==> config.mk <==
export PLATFORM = sky130hd
export DESIGN_NAME = ahb_sel_path
export DESIGN_NICKNAME = d
export VERILOG_FILES = /design/src/rtl/ahb_sel_path.sv
export SDC_FILE = /design/constraint.sdc
export NUM_CORES = 1
export LEC_CHECK = 0
export CORE_MARGIN = 2
export CORE_UTILIZATION = 41
export CTS_CLUSTER_SIZE = 24
export DETAILED_ROUTE_END_ITERATION = 16
export MAX_ROUTING_LAYER = met4
export PLACE_DENSITY = 0.75
export SYNTH_ARGS = -nofsm -noshare
export SYNTH_HDL_FRONTEND = slang
export SYNTH_SLANG_ARGS = --single-unit
==> constraint.sdc <==
create_clock -name clk -period 1.62 [get_ports clk]
set_input_delay 0.243 -clock clk [delete_from_list [all_inputs] [get_ports clk]]
set_output_delay 0.243 -clock clk [all_outputs]
set_load 0.005 [all_outputs]
==> src/rtl/ahb_sel_path.sv <==
// AHB address-select path: A/B address regs, source mux,
// region decoder, data-phase selects, ERROR default slave.
//
// Ports:
//   clk, rst            clock, sync active-high reset
//   haddr_a/load_a      address source A and its load strobe
//   haddr_b/load_b      address source B and its load strobe
//   src_sel             0 = reg A drives decode, 1 = reg B
//   htrans, hready_in   address-phase transfer type / bus ready
//   addr_out            selected address
//   hsel, hsel_dflt     address-phase slave / default selects
//   dp_sel, dp_dflt     registered data-phase selects
//   dflt_hready         default slave HREADYOUT
//   dflt_hresp          default slave HRESP (1 = ERROR)
//   err_cnt             saturating count of ERROR responses
module ahb_sel_path #(
  parameter int ADDR_W     = 16,
  parameter int NUM_SLV    = 3,
  parameter int REGION_LSB = 12,
  parameter int CNT_W      = 8
) (
  input  logic              clk,
  input  logic              rst,
  input  logic [ADDR_W-1:0] haddr_a,
  input  logic              load_a,
  input  logic [ADDR_W-1:0] haddr_b,
  input  logic              load_b,
  input  logic              src_sel,
  input  logic [1:0]        htrans,
  input  logic              hready_in,
  output logic [ADDR_W-1:0] addr_out,
  output logic [NUM_SLV-1:0] hsel,
  output logic              hsel_dflt,
  output logic [NUM_SLV-1:0] dp_sel,
  output logic              dp_dflt,
  output logic              dflt_hready,
  output logic              dflt_hresp,
  output logic [CNT_W-1:0]  err_cnt
);

  localparam int IW = ADDR_W - REGION_LSB;

  typedef enum logic [1:0] {
    S_IDLE = 2'd0,
    S_ERR1 = 2'd1,
    S_ERR2 = 2'd2
  } ds_state_t;

  logic [ADDR_W-1:0] reg_a;
  logic [ADDR_W-1:0] reg_b;
  logic [IW-1:0]     idx;
  logic              q_xfer;
  ds_state_t         state_q;
  ds_state_t         state_d;

  always_ff @(posedge clk) begin
    if (rst) begin
      reg_a <= '0;
      reg_b <= '0;
    end else begin
      if (load_a) reg_a <= haddr_a;
      if (load_b) reg_b <= haddr_b;
    end
  end

  assign addr_out = src_sel ? reg_b : reg_a;
  assign idx      = addr_out[ADDR_W-1:REGION_LSB];

  // Anything past the last mapped region falls to
  // the default slave.
  always_comb begin
    hsel      = '0;
    hsel_dflt = 1'b0;
    if (!rst) begin
      hsel_dflt = 1'b1;
      for (int i = 0; i < NUM_SLV; i++) begin
        if (idx == IW'(i)) begin
          hsel[i]   = 1'b1;
          hsel_dflt = 1'b0;
        end
      end
    end
  end

  always_ff @(posedge clk) begin
    if (rst) begin
      dp_sel  <= '0;
      dp_dflt <= 1'b0;
    end else if (hready_in) begin
      dp_sel  <= hsel;
      dp_dflt <= hsel_dflt;
    end
  end

  // Only NONSEQ/SEQ (htrans[1]) to unmapped space errors.
  assign q_xfer = hready_in & hsel_dflt & htrans[1];

  always_ff @(posedge clk) begin
    if (rst) state_q <= S_IDLE;
    else     state_q <= state_d;
  end

  always_comb begin
    state_d     = state_q;
    dflt_hready = 1'b1;
    dflt_hresp  = 1'b0;
    unique case (state_q)
      S_IDLE: begin
        if (q_xfer) state_d = S_ERR1;
      end
      S_ERR1: begin
        dflt_hready = 1'b0;
        dflt_hresp  = 1'b1;
        state_d     = S_ERR2;
      end
      S_ERR2: begin
        dflt_hresp = 1'b1;
        state_d    = q_xfer ? S_ERR1 : S_IDLE;
      end
      default: state_d = S_IDLE;
    endcase
  end

  // ERR1 is never re-entered from itself, so every
  // transition into it is a fresh ERROR response.
  always_ff @(posedge clk) begin
    if (rst) begin
      err_cnt <= '0;
    end else if (state_d == S_ERR1 &&
                 err_cnt != {CNT_W{1'b1}}) begin
      err_cnt <= err_cnt + 1'b1;
    end
  end

endmodule

Word level (Yosys, flattened, before mapping)
Index checks and enable logic that the tools add are counted.

Eq/ne operators: 6. Reductions and logical operators: 4. Bitwise gates (word level): 2. Multiplexer cells: 14. Add/subtract/negate cells: 1.

Operator list (number): 2-to-1 mux 16 bit (1); 2-to-1 mux 1 bit (10); adder 8 x 1 -> 8 bit, second input constant (1); inequality test 8 bit, second input constant (1); one-hot mux 2 bit (3 select lines) (1); == test 2 x 1 -> 1 bit, second input constant (2); == test 4 x 1 -> 1 bit, second input constant (1); == test 4 x 2 -> 1 bit, second input constant (1); zero test 4 bit (1); 2-to-1 mux 3 bit (1); bitwise AND 1 bit (2); == test 2 bit, second input constant (1); zero test 2 bit (1); 2-to-1 mux 2 bit (1); OR reduction 2 bit (1); logical AND 1 bit (1).

Input bits: 40. Output and inout bits: 34. Word-level logic and storage cells: 33. Register bits after elaboration: 46.

Longest topological paths before layout
Depth in word-level cells: 12. Mapped depth: 6. Mapped depth without buffers: 6.

Least setup slack after synthesis
No wires, ideal clock.

Kind: register -> register. From: reg err_cnt[0]. To: reg err_cnt[0]. Library setup time: 0.121 ns. Cell stages (with the launch flop): 7. Arrival time: 1.708 ns. Slack: -0.208 ns. Data required time: 1.499 ns. Buffers on the path: 1. Period minus slack after synthesis: 1.828 ns. Cells stage by stage: dfxtp_1 -> ha_1 -> nand3_1 -> or2_2 -> clkbuf_1 -> a31oi_2 -> mux2_2.

Cells in the longest elaborated chain, start to end: 2. Elaborated cells on any way between the ends: 3. Classes of those cells: add/sub (1); eq/ne (1); reduce/logical (1).

RTL lines: start, declared (RTL line 38) `output logic [CNT_W-1:0] err_cnt`; start signal, assigned (RTL line 131) `err_cnt <= err_cnt + 1'b1;`; parallel branches: the longest is 2 deep, another holds adder 8 x 1 -> 8 bit.

Several ways; the timed one is not identified. A chain may end at the register's enable or synchronous reset.

Final worst setup path
From: reg reg_a[15]. To: out hsel[0].

Cells in the longest elaborated chain, start to end: 4.

RTL lines: start, declared (RTL line 49) `logic [ADDR_W-1:0] reg_a;`; start signal, assigned (RTL line 61) `if (load_a) reg_a <= haddr_a;`; 2-to-1 mux 16 bit (RTL line 66) `assign addr_out = src_sel ? reg_b : reg_a;`; zero test 4 bit (RTL line 77) `if (idx == IW'(i)) begin`; 2-to-1 mux 1 bit (RTL line 77); 2-to-1 mux 3 bit (RTL line 74) `if (!rst) begin`; end, declared (RTL line 32) `output logic [NUM_SLV-1:0] hsel,`.

Every way passes these cells.

==> out/summary.txt <==
Leakage - 1.68 nW
H-tree Lvls - 2
DRC - 0
Cts-stage hold buffer count - 0
Die Wd - 78.4 µm
Largest net degree at the start of global routing - 30
Vias - 2,169
Final-stage net count - 397
Internal power - 0.00185 W
Clock latency on the worst-skew pair - 0.31 ns
Final setup TNS - -2.90 ns
Slowest cell on the critical path - or3_4
Commonest non-fill, non-tap cell in the layout - clkdlybuf4s50_1
Final period util - 123%
Worst slew margin - 74.0%
Layout cell share with drive strength beyond 1 - 33.5%
Root Buffer - clkbuf_8
Synth Warn # - 0
Status - finished, violations left
Async SR Flop Fraction - 0%
Vias per Instance - 5.12
Worst hold path type - primary input to flip-flop
Slack of the critical path - -0.368 ns
Worst slack, placed - -1.07 ns
Most frequent cells in the layout - 54 x clkdlybuf4s50_1, 41 x buf_4, 38 x dfxtp_1
Tot Pwr - 0.00251 W
Synth unique cells - 42
Count of pins over their slew limit - 0
Crit path cell chain - or3_4 > buf_6 > a2111oi_4 > buf_4 > buf_6
N_diodes - 0
Grt total ovfl - 0
Post-synthesis sequential area ratio - 40.6%
Site Rows - 27
GRT Total Usage - 21.7%
WL final - 6520 µm
Die Ht - 78.4 µm
Area grow syn2layout - 65.8%
Buf/Inv on CP - 3
Max rail drop VDD - 0.000634 V
DP Cell Count - 404
Logic gate share of total power - 23.2%
Crit-path leading delay family - buffers and inverters
Post-route insts no fill - 424
Switch Pwr - 0.000662 W
PD cells - 668 mW/mm²
Final Skew - 0.00779 ns
Placer Congestion - 0.905
Worst setup EP type - output port
Antenna viol nets, final - 0
Final Cell Area - 0.00376 mm²
Max Freq - 503 MHz
Final count of hold timing violations - 0
Port Buffers - 72
Initial Utilization - 41.7%
First-pass detailed-route iteration total - 6
Synth Register Bits - 46
DP Wirelength - 4280 µm
Tmin final - 1.99 ns
Sequential power share - 48.6%
Syn avg cell area - 9.74 µm²
Setup Viol. Count Final - 13
RSZ-0062 raised after global routing - yes
Clock tree buffer depth - 2
Gate count after technology mapping - 233
Vias in the first global route - 2,097
Clock Power Share - 28.2%
Dominant synthesized flop cell - dfxtp_1
Worst EP required - 1.38 ns
Fill cells - 385
First-pass GRT wire length - 10,200 µm
Failing checks - negative setup slack
Core footprint - 0.00544 mm²
Max incr delay on CP - 0.38 ns
Initial antenna violation count - 0
WS Path Type - flip-flop to output port
Die area - 0.00614 mm²
Worst slew pin tran - 0.387 ns
CTS tree - done
I/O pins - 74
Dpl cell area - 0.00337 mm²
Num CTS Buffers - 5
WL per Instance - 15.4 µm
Netlist Area Pre-Place - 0.00227 mm²
Clk slew on worst S/H paths - 0.09 ns
CTS sink count - 46
Cell with the most instances on the worst path - buf_6
Crit-path max FO - 3
Post-synth EDFFs - 0
Max-cap violations - 0
Switching power share of the total - 26.4%
Syn Nets - 279
DRT iter0 DRCs - 164
Crit path DAT - 1.75 ns
Crit path launch type - flip-flop
worst min-delay path: stages:
cell and delay, ns:
buf_2 0.20, a2111oi_4 0.05, mux2i_1 0.13, nor2_1 0.05
per-stage QoR:
stage	hold WS [ns]	util (%)
final	0.415	69.2
after global routing	0.447	69.2
after CTS	0.406	67.8
after detailed placement	0.475	61.9
after global placement	0.462	61.9
after floorplan	0.390	-
synthesized netlist by cell type, drive strengths merged (2+ instances only):
cell	number	area [µm²]
a22oi	2	15.0
mux2i	36	360
nor3b	3	22.5
a2111oi	4	41.3
nor2	36	135
and3	2	17.5
nor4	3	25.0
o211ai	2	15.0
a31oi	2	18.8
inv	6	22.5
nand4	6	37.5
mux2	16	180
nand2b	7	43.8
nor3	2	10.0
ha	6	75.1
o21ai	3	15.0
buf	6	40.0
nand2	7	26.3
clkbuf	9	33.8
o311ai	3	26.3
dfxtp	46	921
nand3	4	20.0
a21oi	3	15.0
nor2b	6	37.5
o21ba	2	20.0
timing repair:
| action | in CTS | in global routing |
|---|---|---|
| gates resized for setup | 70 | 18 |
| buffers inserted | 9 | 3 |
| pin swaps | 12 | 4 |
| endpoints found under the setup margin | 34 | 22 |
| gates cloned | 1 | 0 |
| hold endpoints to repair | 0 | 0 |
cell families after synthesis:
kind of cell | count (synthesis) | synth area share, %
AND/OR/NAND/NOR | 83 | 19.3
adder cells (fa/ha/maj) | 6 | 3.31
flip-flops | 46 | 40.6
AO/OA/AOI/OAI | 25 | 8.77
buffers and inverters | 21 | 4.25
multiplexers | 52 | 23.8
sequential cells by signal, summed over array words and instances (netlist names):
register	count
dp_sel	3
reg_a	16
err_cnt	8
dp_dflt	1
state_q	2
reg_b	16
worst paths after layout:
path / from / to / slack, ns / cells after the start
max reg2reg: reg_b[14] / err_cnt[0] / -0.28 / 5
min: rst / dp_sel[2] / 0.42 / 4
max: reg_a[15] / hsel[0] / -0.37 / 5
min reg2reg: dp_sel[0] / dp_sel[0] / 0.48 / 2
cell type report:
| type | instances | area, µm² | area share (%) |
|---|---|---|---|
| Multi-Input combinational cell | 166 | 1450 | 38.6 |
| Timing Repair Buffer | 126 | 1180 | 31.3 |
| Sequential cell | 46 | 933 | 24.8 |
| Tap cell | 72 | 90.1 | 2.40 |
| Clock buffer | 6 | 72.6 | 1.93 |
| Inverter | 6 | 22.5 | 0.599 |
| Clock inverter | 2 | 13.8 | 0.366 |
layer usage:
layer / routed length, µm / GRT usage [%] / part of all wire [%]
met3: 463 / 5.86 / 7.1
met5: 0 / - / 0
met4: 63 / 5.26 / 0.97
met2: 3190 / 35.5 / 49
met1: 2800 / 26.8 / 43
power by group through the flow:
stage	clock, W	sequential (W)	combinational [W]
floorplan	0	0.00124	0.000226
global placement	0	0.00124	0.000497
detailed placement	0	0.00124	0.000503
CTS	0.000720	0.00122	0.000570
global route	0.000764	0.00123	0.000624
finish	0.000709	0.00122	0.000583
Power figures use the tool's default switching activity.
